===== src/rtl/counter_slot_scheduler.sv =====
`default_nettype none
// =============================================================================
// Module   : counter_slot_scheduler
// Brief    : Round-robin scheduler granting one shared slot counter to NREQ
//            clients for up to SLOT_LEN enabled cycles. Optional grant
//            statistics counter enabled by defining SCHED_STATS_EN.
// Revision : 1.0 - initial release
// =============================================================================
module counter_slot_scheduler #(
   parameter int NREQ     = 4,
   parameter int IDW      = 2,
   parameter int CNT_W    = 4,
   parameter int SLOT_LEN = 10
) (
   input  logic             clk,
   input  logic             reset,
   input  logic             enable,
   input  logic [NREQ-1:0]  req,
   output logic [NREQ-1:0]  grant,
   output logic             grant_valid,
   output logic [IDW-1:0]   grant_id,
   output logic [CNT_W-1:0] slot_count,
   output logic             slot_done,
   output logic [15:0]      grant_total
);

   localparam logic [1:0] ST_IDLE    = 2'd0;
   localparam logic [1:0] ST_GRANT   = 2'd1;
   localparam logic [1:0] ST_RELEASE = 2'd2;

   localparam logic [CNT_W-1:0] CNT_LAST = CNT_W'(SLOT_LEN - 1);
   localparam logic [IDW-1:0]   ID_LAST  = IDW'(NREQ - 1);
   localparam logic [NREQ-1:0]  ONE_HOT0 = NREQ'(1);

   logic [1:0]     state;
   logic [IDW-1:0] last_id;
   logic [IDW-1:0] scan_id;
   logic [IDW-1:0] win_id;
   logic           win_found;
   logic           start_grant;

   // Scan last_id+1, +2, ... with explicit wrap so non-power-of-two NREQ works.
   always_comb begin
      win_found = 1'b0;
      win_id    = '0;
      scan_id   = last_id;
      for (int k = 0; k < NREQ; k++) begin
         if (scan_id == ID_LAST) begin
            scan_id = '0;
         end else begin
            scan_id = scan_id + 1'b1;
         end
         if (!win_found && req[scan_id]) begin
            win_found = 1'b1;
            win_id    = scan_id;
         end
      end
   end

   assign start_grant = (state == ST_IDLE) && enable && win_found;
   assign grant_valid = |grant;

   always_ff @(posedge clk or negedge reset) begin
      if (!reset) begin
         state      <= ST_IDLE;
         grant      <= '0;
         grant_id   <= '0;
         slot_count <= '0;
         slot_done  <= 1'b0;
         last_id    <= ID_LAST;
      end else begin
         case (state)
            ST_IDLE: begin
               slot_done <= 1'b0;
               if (start_grant) begin
                  grant      <= ONE_HOT0 << win_id;
                  grant_id   <= win_id;
                  slot_count <= '0;
                  state      <= ST_GRANT;
               end
            end
            ST_GRANT: begin
               if (enable) begin
                  // Expiry takes precedence over a simultaneous request drop.
                  if (slot_count == CNT_LAST) begin
                     grant     <= '0;
                     slot_done <= 1'b1;
                     last_id   <= grant_id;
                     state     <= ST_RELEASE;
                  end else if (!req[grant_id]) begin
                     grant     <= '0;
                     slot_done <= 1'b0;
                     last_id   <= grant_id;
                     state     <= ST_RELEASE;
                  end else begin
                     slot_count <= slot_count + 1'b1;
                  end
               end
            end
            ST_RELEASE: begin
               slot_done <= 1'b0;
               state     <= ST_IDLE;
            end
            default: begin
               grant     <= '0;
               slot_done <= 1'b0;
               state     <= ST_IDLE;
            end
         endcase
      end
   end

`ifdef SCHED_STATS_EN
   logic [15:0] total_q;

   always_ff @(posedge clk or negedge reset) begin
      if (!reset) begin
         total_q <= '0;
      end else if (start_grant) begin
         total_q <= total_q + 16'd1;
      end
   end

   assign grant_total = total_q;
`else
   assign grant_total = 16'h0000;
`endif

endmodule
`default_nettype wire


===== config.mk =====
export PLATFORM = sky130hd
export DESIGN_NAME = counter_slot_scheduler
export DESIGN_NICKNAME = d
export VERILOG_FILES = /design/src/rtl/counter_slot_scheduler.sv
export SDC_FILE = /design/constraint.sdc
export NUM_CORES = 1
export LEC_CHECK = 0
export BUFFER_PORTS_ARGS = -buffer_cell sky130_fd_sc_hd__buf_4
export CELL_PAD_IN_SITES_DETAIL_PLACEMENT = 1
export CELL_PAD_IN_SITES_GLOBAL_PLACEMENT = 2
export CORE_MARGIN = 3
export CORE_UTILIZATION = 29
export CTS_CLUSTER_SIZE = 10
export DETAILED_ROUTE_END_ITERATION = 7
export GPL_TIMING_DRIVEN = 0
export HOLD_SLACK_MARGIN = 0.08
export PLACE_DENSITY = 0.76
export SYNTH_ARGS = -nofsm -noshare
export SYNTH_HDL_FRONTEND = slang
export SYNTH_SLANG_ARGS = --single-unit

===== constraint.sdc =====
create_clock -name clk -period 2.6 [get_ports clk]
set_input_delay 0.52 -clock clk [delete_from_list [all_inputs] [get_ports clk]]
set_output_delay 0.52 -clock clk [all_outputs]
set_load 0.02 [all_outputs]

Word-level counts from Yosys, hierarchy flattened
Cells that the tools add are included.
W data, S select, Z words.
- $add $sub $neg: 5
- magnitude comparators: 5
- equality and inequality tests: 13
- shifts and indexed selects: 1
- mux-type cells: 43
- bitwise gates (word level): 1
- reductions and logical operators: 17
- operator list (operator ; count):
    $mux W4 ; 8
    $mux W2 ; 14
    $lt A2 B3 Y1 const B ; 5
    $mux W1 ; 13
    $pmux W4 S3 ; 1
    $bmux W1 S2 ; 5
    $eq A2 B2 Y1 const B ; 5
    $ne A2 B2 Y1 const B ; 5
    $add A2 B1 Y2 const B ; 4
    $pmux W4 S2 ; 1
    $reduce_and A3 Y1 ; 2
    $logic_and A1 B1 Y1 ; 5
    $reduce_and A5 Y1 ; 1
    $add A4 B1 Y4 const B ; 1
    $eq A4 B4 Y1 const B ; 1
    $pmux W2 S2 ; 1
    $reduce_and A2 Y1 ; 2
    $reduce_and A4 Y1 ; 1
    $reduce_or A4 Y1 ; 1
    $shl A1 B2 Y4 const A ; 1
    $logic_not A1 Y1 ; 3
    $ne A3 B3 Y1 const B ; 1
    $eq A2 B1 Y1 const B ; 1
    $logic_not A2 Y1 ; 1
    other kinds (2) ; 2
- flip-flop bits (word level): 15
- input port bits: 7
- output and inout bits: 28
- logic and storage cells: 91

Longest topological paths before layout
Gate-level depths: netlist of run 1.
- word-level depth: 17
- gate-level depth with buffers: 7
- depth with buffers taken out: 7

Worst setup path after synthesis of run 1
No wires, ideal clock.
- kind: reg-to-reg
- start: register last_id[0]
- end: register grant[2]
- setup time: 0.121 ns
- arrival time: 2.138 ns
- required time: 2.479 ns
- slack: 0.341 ns
- cell stages (with the launch flop): 8
- buffers on the path: 1
- clock period less this slack: 2.259 ns
- cell sequence: dfstp_2 -> ha_1 -> buf_6 -> mux2_4 -> or4b_4 -> a31oi_4 -> nor2_2 -> a32o_2
- cells in the longest elaborated chain, start to end: 17
- elaborated cells on any way between the ends: 40
- those cells by class: add/sub (4); eq/ne (5); shift (1); mux (22); reduce/logical (8)
- RTL lines (item ; RTL line ; text):
    start: declaration ; 36 ; logic [IDW-1:0] last_id;
    start signal: assignment ; 88 ; last_id <= grant_id;
    start signal: assignment ; 93 ; last_id <= grant_id;
    $add A2 B1 Y2 / $eq A2 B2 Y1 (equally long branches) ; 51, 48 ;
    $mux W2 (*) ; 48 ; if (scan_id == ID_LAST) begin
    parallel branches: the longest is 15 deep, another holds $add A2 B1 Y2 ; n/a ;
    end signal: assignment ; 76 ; grant <= ONE_HOT0 << win_id;
    end: declaration ; 19 ; output logic [NREQ-1:0] grant,
Mark *: on every way between the ends. The select of a mux whose other input is x is not followed.
A chain may end at the register's enable or synchronous reset.

Worst setup path in the final report of run 1
Ends and elaborated chain as after synthesis.

==> results of run 1 <==
==> per-stage QoR <==
stage | hold slack, ps | instances | instance area, µm² | worst slack (ps)
final | 497.8 | 190 | 1320 | 223.0
after global routing | 547.0 | 190 | 1320 | 136.0
after CTS | 498.5 | 190 | 1320 | 211.2
after detailed placement | 391.8 | 185 | 1284 | 225.6
after global placement | 387.1 | 185 | 1284 | 237.4
after floorplan | 224.4 | 122 | 1099 | 340.8
==> synthesized netlist by cell type, drive strengths merged <==
library cell / n / area, µm²
a211oi: 2 / 20.02
a21oi: 3 / 15.01
a221oi: 1 / 8.760
a31oi: 1 / 21.27
a32o: 1 / 11.26
buf: 19 / 147.6
clkbuf: 1 / 3.750
conb: 1 / 3.750
dfrtp: 13 / 325.3
dfstp: 2 / 52.55
ha: 3 / 37.54
inv: 3 / 11.26
mux2: 3 / 37.53
mux2i: 2 / 20.02
mux4: 1 / 22.52
nand2: 8 / 30.03
nand2b: 2 / 12.51
nand3: 4 / 20.02
nand3b: 1 / 7.510
nand4: 2 / 12.51
nand4b: 1 / 8.760
nor2: 4 / 17.52
nor2b: 1 / 6.260
nor3: 2 / 10.01
nor3b: 1 / 7.510
nor4b: 1 / 8.760
nor4bb: 1 / 10.01
o211ai: 1 / 7.510
o21a: 1 / 7.510
o21ai: 9 / 45.04
o22ai: 1 / 6.260
o31a: 1 / 8.760
o31ai: 3 / 22.52
o41ai: 1 / 8.760
or2: 2 / 12.51
or3: 2 / 12.51
or4: 1 / 7.510
or4b: 1 / 13.76
==> worst min path at each step <==
stage	start	endpoint	slack, ps
after global routing	state[1]$_DFFE_PN0P_	state[0]$_DFFE_PN0P_	550
after detailed placement	reset	grant_id[1]$_DFFE_PN0P_	390
after CTS	state[1]$_DFFE_PN0P_	state[0]$_DFFE_PN0P_	500
after global placement	reset	slot_count[0]$_DFFE_PN0P_	390
after floorplan	reset	grant[0]$_DFFE_PN0P_	220
final	state[1]$_DFFE_PN0P_	state[0]$_DFFE_PN0P_	500
==> final cells by class <==
class,instances,area share [%]
plain buffers,20,11.47
multi-input cells,84,42.27
flip-flops and latches,15,28.63
repair buffers,18,10.43
well taps,46,4.360
inverters,3,0.8531
clock buffers,4,1.991
==> flip-flops by register name (all words and copies together) (netlist names) <==
| signal | count |
|---|---|
| slot_count | 4 |
| grant | 4 |
| grant_id | 2 |
| state | 2 |
| slot_done | 1 |
| last_id | 2 |
==> kinds of logic (layout without fill, tap and decap cells) <==
kind of cell,after synthesis,after routing
compound gates,25,25
flops,15,15
other cells,1,16
mux,6,6
simple gates,34,34
fa+ha+maj,3,3
buf+inv,23,45
==> per-layer routing <==
layer	track usage, %	up-vias	wire (µm)	share of wire [%]
li1	-	434	-	-
met1	16.39	427	1194	49
met2	18.65	19	1151	47
met3	2.551	2	93	3.8
met4	4.569	0	19	0.77
met5	0	-	0	0
==> power by group <==
part / switching [mW] / leakage (nW) / total, mW / internal, mW
Sequential: 0.0830 / 0.193 / 0.407 / 0.324
Combinational: 0.429 / 0.422 / 0.783 / 0.354
Clock: 0.0756 / 0.0150 / 0.135 / 0.0594
==> metrics, run 1 <==
Num CTS Buffers 3; CTS tree yes; Final Hold Fails 0; R2R Path Start last_id[0]$_DFFE_PN1P_; io pins 35; crit path max fanout 7; Final Slew Violations 0; Die W 65.95 µm; # DRC 0; final net count 155; vias post-DR 882; area of the multi-input gates 558.0 µm²; synthesized area per cell 9.741 µm²; die area 4349 µm²; complex-gate fraction of the synthesized area 17.53%; RSZ-0062 raised after global routing false; WL final 2458 µm; worst skew pair latency 280 ps; Setup TNS 0 ps; combinational family with the most area after synthesis simple AND/OR/NAND/NOR gates; WL/cell 12.94 µm; core area 3390 µm²; Core Rows 21; Critical Path RT 2770 ps; transition time of the tightest slew-check pin 596.3 ps; max cap viols 0; Seq/Total Area, Yosys 36.25%; Detailed Routing Iterations Pass 1 2; Slowest-stage cell, CP dfstp_2; initial antenna violation count 0; root buffer cell clkbuf_4; post-cts hold buffer count 1; Worst Setup End Kind flop; post-route ant nets 0; Yosys reg bits 15; top cell family by delay on the critical path simple AND/OR/NAND/NOR gates; via/cell ratio 4.642; P&R area growth vs syn 26.65%; Synth warnings 0; reg2reg path depth 7; Cell Chain, Critical Path ha_1 -> buf_6 -> mux2_4 -> or4b_4 -> a31oi_4 -> nor2_2 -> a32o_2; crit path capture grant[2]$_DFFE_PN0P_; Fmax 420.7 MHz; Buffers & Inverters on Critical Path 1; reg-to-reg slack, setup 220 ps; DIE HEIGHT 65.95 µm; total track usage 12.06%; post_cts resized 0; status finished clean; number of H-tree levels 1; Initial Util 30.75%; IO buf count 17; final setup vio count 0; CP startpoint last_id[0]$_DFFE_PN1P_; first-pass GRT wire length 4112 µm; CTS clk-pin slew, worst paths 90 ps; ANT cells 0; total power 1.325 mW; post-CTS setup buffers 0; commonest non-fill, non-tap cell in the layout buf_4; share of cells above drive strength 1 36.11%; fin util 38.94%; Pwr Density 1003 nW/µm²; number of global-route vias before repair 889; worst min path class flop to flop; hold depth 1; CTS sink cnt 15; CTS Buffer Depth 2; multiplexer area fraction after synthesis 7.683%; Synth Instances 107; Clock Skew 2.195 ps; Seq. cell area 377.9 µm²; Netlist cell types 43; GP Congestion 0.7444; DR iter-0 viols 29; adder-cell share of the synthesized area 3.601%; leakage power 0.6304 nW; min Tclk post-route 2377 ps; Critical Path AT 2550 ps; hpwl dp 1947 µm; Largest stage delay, worst path 550 ps; xor/xnor share of the synthesized area 0%; relative slew slack 59.72%; Worst Setup Start Kind flop; final period utilization 91.42%; critical path class flop to flop; RR Endpoint grant[2]$_DFFE_PN0P_; most frequent cells in the layout buf_4 (33), conb_1 (16), dfrtp_1 (13); largest net degree at the start of global routing 16; Mapped Area 1042 µm²; worst vdd ir 372.9 µV; Simple-Gate Fraction of Synth Area 18.97%; filler cell count 411; GRT overflow 0; number of cells on the critical path 7
(Power assumes the default switching activity.)
==> run 2, diff against run 1 <==
--- a/config.mk
+++ b/config.mk
@@ -15,6 +15,7 @@
 export GPL_TIMING_DRIVEN = 0
 export HOLD_SLACK_MARGIN = 0.08
 export PLACE_DENSITY = 0.76
+export REMOVE_ABC_BUFFERS = 1
 export SYNTH_ARGS = -nofsm -noshare
 export SYNTH_HDL_FRONTEND = slang
 export SYNTH_SLANG_ARGS = --single-unit
==> metrics, run 2 (synthesized netlist as in run 1, its figures left out) <==
die area 4349 µm²; # DRC 0; Core Rows 21; reg2reg path depth 6; largest net degree at the start of global routing 16; IO buf count 18; Worst Setup Start Kind flop; core area 3390 µm²; GP Congestion 0.7385; area of the multi-input gates 560.5 µm²; Inst Count DP 166; leakage power 0.5281 nW; post-CTS setup buffers 0; Final Hold Fails 0; Layout Cells excl Fill 171; critical path class flop to flop; Critical Path AT 2670 ps; Final Slew Violations 0; RSZ-0062 raised after global routing false; min Tclk post-route 2499 ps; Num CTS Buffers 3; DIE HEIGHT 65.95 µm; Top Registers grant x4, slot_count x4; worst vdd ir 333.3 µV; WL/cell 13.16 µm; ANT cells 0; worst min path class flop to flop; number of H-tree levels 1; share of cells above drive strength 1 28.00%; io pins 35; final period utilization 96.12%; initial antenna violation count 0; Worst Setup End Kind flop; vias post-DR 840; CTS Buffer Depth 2; Fmax 400.1 MHz; fin worst setup slack 100.8 ps; Clock Skew 11.16 ps; Pwr Density 1075 nW/µm²; Seq. cell area 377.9 µm²; total track usage 11.06%; via/cell ratio 4.912; transition time of the tightest slew-check pin 559.9 ps; max cap viols 0; Detailed Routing Iterations Pass 1 4; Setup TNS 0 ps; CTS clk-pin slew, worst paths 90 ps; Critical Path RT 2770 ps; hold depth 1; Initial Util 30.75%; root buffer cell clkbuf_4; filler cell count 396; worst skew pair latency 280 ps; crit path max fanout 12; hpwl dp 1772 µm; status finished clean; WL final 2250 µm; final setup vio count 0; Die W 65.95 µm; post-route ant nets 0; P&R area growth vs syn 13.09%; GRT overflow 0; pre-CTS setup slack 98.02 ps; most frequent cells in the layout buf_4 (18), conb_1 (16), dfrtp_1 (13); number of global-route vias before repair 793; CTS tree yes; final net count 136; relative slew slack 62.19%; CTS sink cnt 15; commonest non-fill, non-tap cell in the layout buf_4; first-pass GRT wire length 3698 µm; DR iter-0 viols 11
-- run 2: cell types whose count changed in the layout (fill, tap and decap cells not counted) --
cell / delta
buf_2: -1
buf_4: -15
buf_6: -2
clkbuf_1: -1
ha_1: -1
ha_2: +1
-- run 2: through the flow --
step                      util, %  total power [mW]  area [µm²]  hold WS, ps
after floorplan                 -            0.9021       947.2        224.4
after global placement      33.63             1.125        1140        385.9
after detailed placement    33.63             1.145        1140        388.9
after CTS                   34.70             1.283        1176        508.8
after global routing        34.77             1.370        1179        530.8
final                       34.77             1.267        1179        503.3
-- run 2: area by class of cell --
| cell class | count | area share (%) |
|---|---|---|
| tap | 46 | 4.883 |
| multi-input combinational | 84 | 47.56 |
| sequential | 15 | 32.06 |
| clock buffer | 4 | 2.229 |
| inverter | 3 | 0.9554 |
| timing repair buffer | 19 | 12.31 |
-- run 2: report_power, final --
part	internal [mW]	switching (mW)
Sequential	0.324	0.100
Combinational	0.316	0.394
Clock	0.0595	0.0724
Total	0.700	0.567
-- run 2: what timing repair did --
item,4_1_cts,5_1_grt
gates resized for setup,0,1
endpoints found under the setup margin,0,1
hold endpoints to repair,5,0
hold buffers,1,0
-- run 2: per-layer routing --
metal  vias up  GRT usage [%]  part of all wire (%)
met5         -              0                     0
met4         0          5.330                   1.5
met3         4          1.871                   4.3
met2        20          18.77                    50
met1       420          13.47                    44
li1        396              -                     -
-- run 2: worst max-delay path, cell delays in order (launching register included) --
cell     delay, ps
dfstp_2        660
ha_2           370
mux2_4         330
or4b_4         510
nand4_1        170
nor2_2          80
a32o_2         260
-- run 2: worst paths after layout --
path,start,endpoint,slack (ps)
setup / recovery,last_id[0]$_DFFE_PN1P_,grant[2]$_DFFE_PN0P_,100
hold / removal,state[1]$_DFFE_PN0P_,state[0]$_DFFE_PN0P_,500
setup reg to reg,last_id[0]$_DFFE_PN1P_,grant[2]$_DFFE_PN0P_,100
hold reg to reg,state[1]$_DFFE_PN0P_,state[0]$_DFFE_PN0P_,500
max in group asynchronous,reset,last_id[1]$_DFFE_PN1P_,1750
min in group asynchronous,reset,slot_done$_DFFE_PN0P_,610
